<file path="config.mk">
export PLATFORM = sky130hd
export DESIGN_NAME = bht_update_gen
export DESIGN_NICKNAME = d
export VERILOG_FILES = /design/src/rtl/bht_update_gen.sv
export SDC_FILE = /design/constraint.sdc
export NUM_CORES = 1
export LEC_CHECK = 0
export CAP_MARGIN = 20
export CORE_ASPECT_RATIO = 1.75
export CORE_MARGIN = 4
export CORE_UTILIZATION = 61
export CTS_BUF_LIST = sky130_fd_sc_hd__clkbuf_8
export CTS_CLUSTER_SIZE = 14
export DETAILED_ROUTE_END_ITERATION = 8
export PLACE_DENSITY = 0.91
export SYNTH_ARGS = -nofsm -noshare
export SYNTH_HDL_FRONTEND = slang
export SYNTH_SLANG_ARGS = --single-unit
</file>
<file path="constraint.sdc">
create_clock -name clk_i -period 7.7 [get_ports clk_i]
set_input_delay 1.54 -clock clk_i [delete_from_list [all_inputs] [get_ports clk_i]]
set_output_delay 1.54 -clock clk_i [all_outputs]
set_load 0.005 [all_outputs]
</file>
<file path="src/rtl/bht_update_gen.sv">
// In-order FIFO of issued branch predictions. Each resolution pops the head and returns one registered training update.
// Optional BHT_UPD_STATS_EN adds saturating update/mispredict counters.
module bht_update_gen #(
    parameter int DEPTH  = 8,
    parameter int VLEN   = 39,
    parameter int GIDX_W = 10,
    parameter int LIDX_W = 10,
    parameter int MD_W   = GIDX_W + LIDX_W + 4
) (
    input  logic                     clk_i,
    input  logic                     rst_i,
    input  logic                     flush_i,
    input  logic                     debug_mode_i,
    input  logic                     pred_valid_i,
    output logic                     pred_ready_o,
    input  logic [VLEN-1:0]          pred_pc_i,
    input  logic                     pred_taken_i,
    input  logic [MD_W-1:0]          pred_metadata_i,
    input  logic                     res_valid_i,
    input  logic                     res_taken_i,
    output logic                     upd_valid_o,
    output logic [VLEN-1:0]          upd_pc_o,
    output logic                     upd_taken_o,
    output logic [MD_W-1:0]          upd_metadata_o,
    output logic                     upd_mispredict_o,
    output logic [$clog2(DEPTH):0]   count_o,
    output logic                     err_o
`ifdef BHT_UPD_STATS_EN
    ,
    output logic [31:0]              stat_upd_o,
    output logic [31:0]              stat_mispred_o
`endif
);
    localparam int PW = $clog2(DEPTH);
    localparam int CW = PW + 1;

    logic [VLEN-1:0] pc_mem [DEPTH];
    logic            tk_mem [DEPTH];
    logic [MD_W-1:0] md_mem [DEPTH];

    logic [PW-1:0]   wr_ptr_q, wr_ptr_d, rd_ptr_q, rd_ptr_d;
    logic [CW-1:0]   count_q, count_d;
    logic            err_q, err_d;
    logic            upd_valid_q, upd_valid_d;
    logic [VLEN-1:0] upd_pc_q, upd_pc_d;
    logic            upd_taken_q, upd_taken_d;
    logic [MD_W-1:0] upd_md_q, upd_md_d;
    logic            upd_mis_q, upd_mis_d;

    logic full, empty, push, pop;

    assign full  = (count_q == CW'(DEPTH));
    assign empty = (count_q == '0);
    // An empty FIFO never bypasses a same-cycle push to the resolve side.
    assign push  = pred_valid_i & ~full;
    assign pop   = res_valid_i & ~empty;

    always_comb begin
        wr_ptr_d    = wr_ptr_q;
        rd_ptr_d    = rd_ptr_q;
        count_d     = count_q + CW'(push) - CW'(pop);
        err_d       = err_q | (pred_valid_i & full) | (res_valid_i & empty);
        upd_valid_d = 1'b0;
        upd_mis_d   = 1'b0;
        upd_pc_d    = upd_pc_q;
        upd_taken_d = upd_taken_q;
        upd_md_d    = upd_md_q;
        if (push) begin
            wr_ptr_d = wr_ptr_q + PW'(1);
        end
        if (pop) begin
            rd_ptr_d    = rd_ptr_q + PW'(1);
            upd_valid_d = ~debug_mode_i;
            upd_pc_d    = pc_mem[rd_ptr_q];
            upd_md_d    = md_mem[rd_ptr_q];
            upd_taken_d = res_taken_i;
            upd_mis_d   = res_taken_i ^ tk_mem[rd_ptr_q];
        end
        // Flush discards the cycle's push/pop, so neither can raise an error.
        if (flush_i) begin
            wr_ptr_d    = '0;
            rd_ptr_d    = '0;
            count_d     = '0;
            err_d       = err_q;
            upd_valid_d = 1'b0;
            upd_mis_d   = 1'b0;
            upd_pc_d    = '0;
            upd_taken_d = 1'b0;
            upd_md_d    = '0;
        end
    end

    always_ff @(posedge clk_i) begin
        if (rst_i) begin
            wr_ptr_q    <= '0;
            rd_ptr_q    <= '0;
            count_q     <= '0;
            err_q       <= 1'b0;
            upd_valid_q <= 1'b0;
            upd_pc_q    <= '0;
            upd_taken_q <= 1'b0;
            upd_md_q    <= '0;
            upd_mis_q   <= 1'b0;
        end else begin
            wr_ptr_q    <= wr_ptr_d;
            rd_ptr_q    <= rd_ptr_d;
            count_q     <= count_d;
            err_q       <= err_d;
            upd_valid_q <= upd_valid_d;
            upd_pc_q    <= upd_pc_d;
            upd_taken_q <= upd_taken_d;
            upd_md_q    <= upd_md_d;
            upd_mis_q   <= upd_mis_d;
        end
    end

    always_ff @(posedge clk_i) begin
        if (push && !rst_i && !flush_i) begin
            pc_mem[wr_ptr_q] <= pred_pc_i;
            tk_mem[wr_ptr_q] <= pred_taken_i;
            md_mem[wr_ptr_q] <= pred_metadata_i;
        end
    end

    assign pred_ready_o     = ~full;
    assign count_o          = count_q;
    assign err_o            = err_q;
    assign upd_valid_o      = upd_valid_q;
    assign upd_pc_o         = upd_pc_q;
    assign upd_taken_o      = upd_taken_q;
    assign upd_metadata_o   = upd_md_q;
    assign upd_mispredict_o = upd_mis_q;

`ifdef BHT_UPD_STATS_EN
    logic [31:0] stat_upd_q, stat_mispred_q;

    // Counters sample the registered pulse, so they trail upd_valid_o by one cycle.
    always_ff @(posedge clk_i) begin
        if (rst_i) begin
            stat_upd_q     <= '0;
            stat_mispred_q <= '0;
        end else begin
            if (upd_valid_q && stat_upd_q != 32'hFFFF_FFFF) begin
                stat_upd_q <= stat_upd_q + 32'd1;
            end
            if (upd_valid_q && upd_mis_q && stat_mispred_q != 32'hFFFF_FFFF) begin
                stat_mispred_q <= stat_mispred_q + 32'd1;
            end
        end
    end

    assign stat_upd_o     = stat_upd_q;
    assign stat_mispred_o = stat_mispred_q;
`endif
endmodule

</file>
* Yosys cells after proc, flatten, opt, wreduce, memory -nomap -nowiden
Memories as Yosys holds them, arrays and structs flattened. A register that Yosys moved wholly into a read port is not among the register bits.
Index checks and enable logic that the tools add are counted.
** Operators by class
- Add/sub/neg operators :: 4
- Bitwise operators :: 11
- Multiplexer cells :: 4
- Eq/ne operators :: 1
- Reduce and logical (&&, ||, !) cells :: 7
** Operator list (count)
- 3-bit by 1-bit adder with 3-bit output (second input constant) :: 2
- 3-bit two-way mux :: 2
- 4-bit by 1-bit adder with 4-bit output :: 1
- 1-bit bitwise AND :: 4
- 4-bit equality test (second input constant) :: 1
- 4-bit logical NOT :: 1
- 1-bit NOT :: 4
- 4-bit by 1-bit subtractor with 4-bit output :: 1
- 3-bit OR reduction :: 1
- 1-bit logical AND :: 2
- 1-bit logical NOT :: 2
- 1-bit two-way mux :: 2
- 1-bit bitwise OR :: 2
- 2-bit OR reduction :: 1
- 1-bit XOR :: 1
** Storage, ports and cells
- Logic and storage cells :: 37
- Flip-flop bits (word level) :: 14
- Memories :: 3
- Input port bits :: 71
- Bits in writable memories :: 512
- Output and inout bits :: 72
** Memory list
- pc_mem :: depth 8, bits a word 39, read ports 1, clocked after memory_dff 1, write ports 1, RTL line 37 : logic [VLEN-1:0] pc_mem [DEPTH];
- md_mem :: depth 8, bits a word 24, read ports 1, clocked after memory_dff 1, write ports 1, RTL line 39 : logic [MD_W-1:0] md_mem [DEPTH];
- tk_mem :: depth 8, bits a word 1, read ports 1, clocked after memory_dff 1, write ports 1, RTL line 38 : logic tk_mem [DEPTH];

* Logic depth before layout (Yosys ltp)
Gate-level depths: netlist of run 1.
- Depth in word-level cells :: 7
- Depth in mapped cells :: 12
- Gate-level depth less buffers :: 10

* Least setup slack after synthesis of run 1
No wires, ideal clock.
- Path type :: input port to flip-flop
- From :: in flush_i
- To :: mem md_mem[4][0] (netlist bit) (enable)
- Path buffers :: 1
- Library setup time :: 565 ps
- Setup slack :: 679 ps
- Stages :: 4
- Required time :: 7135 ps
- Data arrival time :: 6456 ps
- Cell sequence :: nor2_1 -> clkbuf_1 -> nand4_1 -> nor3_1
** Between the ends
- Word-level cells in the longest chain between the ends :: 4
** Ends and longest elaborated chain
- start, declared :: RTL line 12 : input logic flush_i,
- 1-bit logical NOT :: RTL line 118 : if (push && !rst_i && !flush_i) begin
- 1-bit logical AND :: RTL line 118
- 1-bit two-way mux :: RTL line 118
- 1-bit two-way mux (implied by the code) :: RTL line 121 : md_mem[wr_ptr_q] <= pred_metadata_i;
- end, declared :: RTL line 39
Every way passes these cells.

* Worst setup path in the final report of run 1
- From :: in flush_i
- To :: mem pc_mem[6][16] (enable)
** Between the ends
- Word-level cells in the longest chain between the ends :: 4
** Ends and longest elaborated chain
- 1-bit logical NOT :: RTL line 118
- 1-bit logical AND :: RTL line 118
- 1-bit two-way mux :: RTL line 118
- 1-bit two-way mux (implied by the code) :: RTL line 119 : pc_mem[wr_ptr_q] <= pred_pc_i;
- end, declared :: RTL line 37
Every way passes these cells.

==> results of run 1 <==
cell families (layout without fill, tap and decap cells):
family          count (synthesis)  count (layout)  share of synthesized area (%)
other cells                     0               4                              0
buf+inv                        79             300                           2.24
fa+ha+maj                       8               8                          0.489
flops                         592             592                           77.2
simple gates                   42              42                          0.956
compound gates                262             262                           6.39
xor+xnor                        8               8                          0.319
mux                           192             192                           12.4
worst max-delay path by stage:
stage          slack, ps    start             to  cells after the start
2_1_floorplan        680  flush_i   md_mem[4][0]                      4
3_3_place_gp        2840  flush_i   pc_mem[6][1]                      6
3_5_place_dp        2670  flush_i  md_mem[6][22]                      6
4_1_cts             3310  flush_i  pc_mem[6][24]                      6
5_1_grt             3130  flush_i   pc_mem[6][8]                      6
6_report            3270  flush_i  pc_mem[6][16]                      6
registers in the layout, summed over array words and instances, names as in the netlist, 3 cells and up, named ones only:
name and flops:
pc_mem 312, tk_mem 8, count_o 4, rd_ptr_q 3, upd_metadata_o 24, upd_pc_o 39, md_mem 192, wr_ptr_q 3
per-layer routing:
metal / GRT usage (%) / vias to the layer above / wire length, um
met5: 0 / - / 13
met4: 11.7 / 2 / 2160
met3: 5.40 / 135 / 3630
met2: 43.0 / 629 / 26000
met1: 30.2 / 6060 / 16700
li1: - / 5085 / -
layout make-up:
type | count | area share (%)
Multi-Input combinational cell | 512 | 18.2
Inverter | 6 | 0.0889
Sequential cell | 592 | 67.1
Timing Repair Buffer | 156 | 6.21
Antenna cell | 4 | 0.0395
Clock buffer | 80 | 4.35
Tap cell | 465 | 2.30
Clock inverter | 58 | 1.73
metrics by stage:
stage | area (um^2) | power, mW | util, %
final | 25300 | 6.36 | 71.5
after global placement | 23700 | 4.06 | 67.0
after CTS | 25300 | 6.39 | 71.3
after global routing | 25300 | 6.59 | 71.5
after floorplan | 22000 | 3.90 | -
after detailed placement | 23700 | 4.08 | 67.0
power groups by stage:
stage	clock network (mW)	registers [mW]	logic, mW
2_1_floorplan	0	3.63	0.268
3_3_place_gp	0	3.64	0.417
3_5_place_dp	0	3.64	0.437
4_1_cts	2.36	3.58	0.447
5_1_grt	2.52	3.57	0.499
6_report	2.33	3.57	0.463
critical path, cell delays in order:
cell	delay, ps
clkdlybuf4s50_1	470
nor2_4	120
buf_4	540
nand4_1	500
nor2_4	670
buf_4	770
cells in the final DEF, fill, tap and decap left out, types with 12 or more instances in the layout:
cell and instances:
edfxtp_1 512, clkinv_1 13, dfxtp_1 77, clkbuf_8 80, a21oi_1 131, o21ai_0 63, mux4_2 65, mux2i_1 127
inv_1 27, clkinv_2 12, o22ai_1 63, clkdlybuf4s50_1 142
==> flow_summary_export.csv, run 1 <==
group,metric,value,unit
final_layout,area_delta_synth_final,15.1,%
timing,rsz0062_at_grt,"false",
final_layout,nets,1422,
setup_path,end_kind,"flop",
die,die_width,152,um
timing,worst_slew_pin_slew,1170,ps
power_and_ir_drop,clkPwrFrac,36.7,%
cts,cts_max_path_buffers,3,
synthesis,yosysMostFrequentCell,"edfxtp_1",
synthesis,postSynthCellCount,1183,
die,fp.dieArea,39300,um^2
min_path,holdPathEnd,"upd_taken_o",
final_layout,drive_above_1_share,14.3,%
final_layout,regArea,17000,um^2
placed_design,numPortBuffers,142,
synthesis,ys.flop_type,"edfxtp_1",
timing,fin_tns_setup,0,ps
timing,final.min_clock_period,4430,ps
timing,fin_skew,23.3,ps
global_route,grt_pass1_vias,12300,
timing,max-slew-margin-rel,22.1,%
setup_path,cp.arrival,4680,ps
placed_design,place_ws,2670,ps
cts,numCtsBuffers,75,
die,start_util,62.1,%
routing,dr_total_vias,11900,
setup_path,critPathLaunchType,"input pin",
timing,timing.hold.ws,469,ps
min_path,min_path_type,"reg2reg",
final_layout,fin_cells,1873,
cts,post_cts_resized,0,
routing,drc_errors,0,
setup_path,crit_required,7950,ps
flow_run,drv_cap,0,
cts,postCtsSetupBuffers,0,
routing,vias_per_cell,6.36,
synthesis,ys_warn_count,0,
die,fp.dieH,259,um
power_and_ir_drop,power.internal,4.95,mW
power_and_ir_drop,p_per_area,251,nW/um^2
setup_path,worstReg2RegEnd,"pc_mem[6][16]",
placed_design,dp_hpwl,24.0,mm
cts,cts_tree,"done",
setup_path,reg2reg_from,"count_o[2]",
cts,hold_buffers,0,
global_route,overflow,0,
timing,period_share,57.6,%
timing,finalHoldViolCount,0,
synthesis,synth_cell_types,36,
power_and_ir_drop,switching_power,1.41,mW
cts,clock-sinks,592,
final_layout,nFillCells,1924,
synthesis,synth-edff-count,512,
global_route,grt_pass1_wl,72.9,mm
final_layout,multi_input_area,4610,um^2
synthesis,yosysSeqAreaShare,77.2,%
cts,cts-root-buf,"clkbuf_8",
routing,drt_iter0_drc,1178,
power_and_ir_drop,swShare,22.2,%
die,fp.coreArea,35400,um^2
power_and_ir_drop,combinationalPowerShare,7.3,%
timing,setup_ws,3270,ps
setup_path,rrSetupSlack,4480,ps
synthesis,synthArstFlopShare,0,%
synthesis,synth_top_area_cell,"edfxtp_1",
routing,ant_nets,0,
synthesis,ys_top_cells_by_area,"edfxtp_1 (70%), dfxtp_1 (7.3%), mux4_2 (6.7%)",
cts,clock_latency,640,ps
global_route,antenna_found_initial,3,
timing,slew_violations,0,
timing,max_freq,226,MHz
global_route,grt_max_degree,132,
synthesis,ys_seq_elements,592,
run_status,status,"finished, final reports clean",
synthesis,synth_top_cell_area_share,69.9,%
power_and_ir_drop,p_leak,7.89,nW
die,pin_count,143,
setup_path,path_class,"in2reg",
min_path,hp-start,"upd_taken_o",
routing,finalWirelength,48.5,mm
power_and_ir_drop,p_seq_share,56.1,%
synthesis,syn_nets,1262,
min_path,hold_depth,2,
timing,finalSetupViolations,0,
routing,first_pass_iters,5,
setup_path,r2r_cells,6,
synthesis,synth_area,22000,um^2
routing,wire_per_inst,25.9,um
power_and_ir_drop,ir_drop,0.000171,V
placed_design,dp.cells,1729,
synthesis,netlist_top_cells_count,"edfxtp_1 (512), a21oi_1 (131), mux2i_1 (127), dfxtp_1 (80), mux4_2 (65)",
cts,cts.clk_slew.worst_paths,70,ps
cts,htreeDepth,3,
placed_design,gp_congestion,0.739,
synthesis,syn_area_per_cell,18.6,um^2
die,rows,91,
global_route,grt_usage,25.1,%
setup_path,crit_fanout,65,
Note: power is estimated with default switching activity, not from simulation.
==> run 2, diff against run 1 <==
clock period = 4.35 ns   (was 7.7 ns; I/O delays follow)
==> flow_summary_export.csv, run 2 (same netlist as run 1, synthesis figures left out) <==
group,metric,value,unit
timing,rsz0062_at_grt,"false",
final_layout,multi_input_area,4610,um^2
die,fp.dieH,259,um
final_layout,nets,1435,
run_status,status,"finished, final reports clean",
global_route,grt_pass1_wl,73.8,mm
routing,dr_total_vias,11900,
setup_path,worst_path_max_delay_cell,"clkdlybuf4s50_1",
setup_path,reg2reg_from,"count_o[2]",
cts,cts_max_path_buffers,3,
setup_path,worstReg2RegEnd,"md_mem[4][19]",
final_layout,layout_commonest_cell,"edfxtp_1",
setup_path,path_class,"reg2out",
cts,cts_tree,"done",
setup_path,cp.arrival,2250,ps
final_layout,final_area,25500,um^2
setup_path,crit_required,3480,ps
final_layout,fin_util,72.0,%
final_layout,largest_reg_flops,312,
routing,finalWirelength,49.1,mm
cts,htreeDepth,3,
routing,vias_per_cell,6.31,
timing,max_freq,320,MHz
cts,postCtsSetupBuffers,0,
cts,clock-sinks,592,
placed_design,numPortBuffers,142,
global_route,grt_max_degree,96,
cts,clock_latency,650,ps
final_layout,nFillCells,1961,
setup_path,end_kind,"output pin",
power_and_ir_drop,p_per_area,445,nW/um^2
cts,cts-root-buf,"clkbuf_8",
flow_run,drv_cap,0,
timing,finalSetupViolations,0,
placed_design,dp_hpwl,26.8,mm
final_layout,area_delta_synth_final,16.0,%
timing,period_share,71.7,%
timing,finalHoldViolCount,0,
routing,drt_iter0_drc,1101,
placed_design,place_ws,980,ps
final_layout,regArea,17000,um^2
power_and_ir_drop,ir_drop,0.000363,V
routing,drc_errors,0,
final_layout,layout_common_cells,"edfxtp_1 (512), clkdlybuf4s50_1 (142), a21oi_1 (131)",
setup_path,rrSetupSlack,1440,ps
die,pin_count,143,
cts,hold_buffers,0,
die,die_width,152,um
setup_path,r2r_cells,6,
setup_path,crit_chain,"inv_1 > ha_1 > or3b_1 > clkdlybuf4s50_1",
final_layout,top_register,"pc_mem",
die,start_util,62.1,%
setup_path,critPathLaunchType,"flop",
die,fp.dieArea,39300,um^2
setup_path,crit_fanout,5,
power_and_ir_drop,p_leak,7.97,nW
cts,numCtsBuffers,79,
routing,first_pass_iters,5,
cts,cts.clk_slew.worst_paths,70,ps
timing,worst_slew_pin_slew,957,ps
global_route,grt_usage,25.5,%
global_route,antenna_found_initial,3,
die,fp.coreArea,35400,um^2
final_layout,drive_above_1_share,15.5,%
routing,wire_per_inst,26.0,um
timing,setup_ws,1230,ps
timing,slew_violations,0,
placed_design,placed_area,23900,um^2
cts,post_cts_resized,0,
timing,fin_skew,28.3,ps
setup_path,crit_start,"count_o[2]",
timing,max-slew-margin-rel,36.2,%
setup_path,critPathMaxStageDelay,530,ps
die,rows,91,
setup_path,endpoint,"pred_ready_o",
timing,fin_tns_setup,0,ps
routing,ant_nets,0,
global_route,overflow,0,
min_path,min_path_type,"reg2reg",
global_route,grt_pass1_vias,12700,
timing,final.min_clock_period,3120,ps
placed_design,gp_congestion,0.783,
power_and_ir_drop,p_total,11.4,mW
-- run 2: worst min-delay path by stage --
stage                      startpoint     endpoint  slack, ps  cells after the start
after global routing      upd_taken_o  upd_taken_o        510                      2
final                     upd_taken_o  upd_taken_o        470                      2
after detailed placement  upd_taken_o  upd_taken_o        470                      2
after floorplan           upd_taken_o  upd_taken_o        450                      2
after global placement    upd_taken_o  upd_taken_o        450                      2
after CTS                 upd_taken_o  upd_taken_o        480                      2
-- run 2: cell type report --
| class | count | share of cell area [%] |
|---|---|---|
| Multi-Input combinational cell | 512 | 18.1 |
| Clock inverter | 59 | 1.67 |
| Antenna cell | 4 | 0.0392 |
| Tap cell | 465 | 2.28 |
| Timing Repair Buffer | 165 | 6.59 |
| Inverter | 6 | 0.0883 |
| Sequential cell | 592 | 66.6 |
| Clock buffer | 86 | 4.64 |
-- run 2: where the power goes --
part / internal (mW) / switching, mW / total [mW] / leakage [nW]
Sequential: 6.26 / 0.0628 / 6.32 / 5.26
Combinational: 0.371 / 0.449 / 0.820 / 1.82
Clock: 2.20 / 2.02 / 4.22 / 0.887
-- run 2: worst max-delay path, delay by kind of cell (launching register included) --
kind | cells | cell delay, ps
buffers and inverters | 2 | 640
and+or+nand+nor | 1 | 480
DFF | 1 | 310
adders and majority gates | 1 | 180
-- run 2: per-layer routing --
layer	vias to the layer above	part of all wire (%)	routed length (um)	global-route usage (%)
met5	-	0	0	0
met3	162	6.0	2950	4.05
met2	614	55	26800	44.0
met4	0	5.0	2430	14.7
li1	5118	-	-	-
met1	6021	34	16900	29.9
-- run 2: through the flow --
step,std cells,hold slack (ps)
2_1_floorplan,1183,453
3_3_place_gp,1740,446
6_report,1889,474
3_5_place_dp,1740,471
5_1_grt,1888,507
4_1_cts,1885,481
==> run 3, diff against run 2 <==
clock period = 2.94 ns   (was 4.35 ns; I/O delays follow)
==> flow_summary_export.csv, run 3 (same netlist as run 1, synthesis figures left out) <==
group,metric,value,unit
cts,numCtsBuffers,78,
timing,rsz0062_at_grt,"false",
timing,fin_skew,36.4,ps
final_layout,top_register,"pc_mem",
power_and_ir_drop,swShare,22.7,%
timing,slew_violations,0,
placed_design,dp.cells,1756,
timing,final.min_clock_period,2750,ps
timing,fin_tns_setup,0,ps
cts,cts.clk_slew.worst_paths,70,ps
timing,finalHoldViolCount,0,
power_and_ir_drop,combinationalPowerShare,7.6,%
setup_path,critPathLaunchType,"flop",
placed_design,numPortBuffers,142,
cts,cts_tree,"done",
power_and_ir_drop,p_total,16.5,mW
final_layout,area_delta_synth_final,16.7,%
cts,postCtsSetupBuffers,0,
timing,max_freq,364,MHz
routing,drt_iter0_drc,1247,
routing,vias_per_cell,6.31,
setup_path,worst_path_max_delay_cell,"clkdlybuf4s50_1",
die,pin_count,143,
setup_path,critPathMaxStageDelay,510,ps
die,fp.dieH,259,um
routing,wire_per_inst,25.9,um
routing,drc_errors,0,
setup_path,r2r_cells,5,
placed_design,dp_hpwl,27.8,mm
power_and_ir_drop,ir_drop,0.000478,V
global_route,grt_max_degree,106,
cts,clock_latency,660,ps
cts,clock-sinks,592,
die,die_width,152,um
power_and_ir_drop,p_leak,8.08,nW
routing,first_pass_iters,6,
die,start_util,62.1,%
routing,dr_total_vias,12000,
timing,worst_slew_pin_slew,743,ps
placed_design,gp_congestion,0.812,
min_path,min_path_type,"reg2reg",
timing,max-slew-margin-rel,50.5,%
final_layout,drive_above_1_share,16.0,%
die,fp.dieArea,39300,um^2
setup_path,crit_required,2350,ps
cts,cts-root-buf,"clkbuf_8",
global_route,grt_pass1_vias,12700,
cts,cts_max_path_buffers,3,
power_and_ir_drop,switching_power,3.75,mW
min_path,holdPathEnd,"upd_taken_o",
setup_path,crit_chain,"inv_2 > ha_2 > or3b_1 > clkdlybuf4s50_1",
power_and_ir_drop,clkPwrFrac,35.9,%
global_route,grt_usage,25.4,%
power_and_ir_drop,p_per_area,644,nW/um^2
setup_path,worstReg2RegEnd,"upd_pc_o[30]",
final_layout,largest_reg_flops,312,
timing,finalSetupViolations,0,
power_and_ir_drop,power.internal,12.8,mW
setup_path,crit_fanout,5,
global_route,antenna_found_initial,5,
routing,ant_nets,0,
global_route,overflow,0,
run_status,status,"finished, final reports clean",
min_path,hp-start,"upd_taken_o",
final_layout,nets,1450,
cts,hold_buffers,0,
die,fp.coreArea,35400,um^2
setup_path,end_kind,"output pin",
cts,htreeDepth,3,
final_layout,layout_commonest_cell,"edfxtp_1",
timing,timing.hold.ws,479,ps
cts,post_cts_resized,0,
power_and_ir_drop,p_seq_share,56.5,%
global_route,grt_pass1_wl,74.1,mm
timing,period_share,93.4,%
setup_path,reg2reg_from,"rd_ptr_q[2]",
setup_path,rrSetupSlack,570,ps
setup_path,cp.arrival,2160,ps
final_layout,layout_common_cells,"edfxtp_1 (512), clkdlybuf4s50_1 (142), a21oi_1 (131)",
final_layout,fin_cells,1904,
die,rows,91,
setup_path,path_class,"reg2out",
flow_run,drv_cap,0,
routing,finalWirelength,49.3,mm
min_path,hold_depth,2,
-- run 3: cell types whose count changed in the layout (fill, tap and decap cells not counted), sizes merged --
cell / before / now
clkinv: 29 / 19
bufinv: 6 / 2
clkinvlp: 5 / 3
clkbuf: 86 / 88
inv: 25 / 38
buf: 23 / 39
-- run 3: per-stage QoR --
step,utilization [%],cell area (um^2),worst slack [ps]
finish,72.5,25700,193
global route,72.5,25700,112
CTS,72.5,25700,156
detailed placement,68.2,24100,178
global placement,68.2,24100,198
floorplan,-,22100,-546
-- run 3: power by group through the flow --
| stage | Sequential (mW) | Combinational [mW] | Clock, mW |
|---|---|---|---|
| after floorplan | 9.51 | 0.712 | 0 |
| after global placement | 9.51 | 1.19 | 0 |
| after detailed placement | 9.52 | 1.24 | 0 |
| after CTS | 9.34 | 1.26 | 5.99 |
| after global routing | 9.34 | 1.35 | 6.46 |
| final | 9.34 | 1.26 | 5.94 |
-- run 3: final cells by class --
type	count	area, um^2
fill	1914	9740
inverter	6	22.5
sequential	592	17000
clock buffer	88	1210
tap	465	582
clock inverter	56	309
antenna	4	10.0
timing repair buffer	181	1930
multi-input combinational	512	4620
-- run 3: worst max path at each step --
stage | cells past startpoint | endpoint | start | slack (ps)
after global placement | 5 | pc_mem[0][23] | rst_i | 200
after CTS | 4 | pred_ready_o | count_o[2] | 160
after global routing | 4 | pred_ready_o | count_o[2] | 110
final | 4 | pred_ready_o | count_o[2] | 190
after floorplan | 4 | md_mem[1][0] | flush_i | -550
after detailed placement | 5 | pc_mem[0][4] | rst_i | 180
-- run 3: routing by layer --
layer	up-vias	GRT usage [%]	routed length [um]
li1	5132	-	-
met1	6118	29.5	16700
met2	629	46.1	27600
met3	128	4.45	3150
met4	2	10.5	1790
met5	-	0	13
-- run 3: critical path: cells and delay by family (launching register included) --
family	cells	cell delay, ps
buffers and inverters	2	580
AND/OR/NAND/NOR	1	460
flip-flops	1	320
adder cells (fa/ha/maj)	1	180
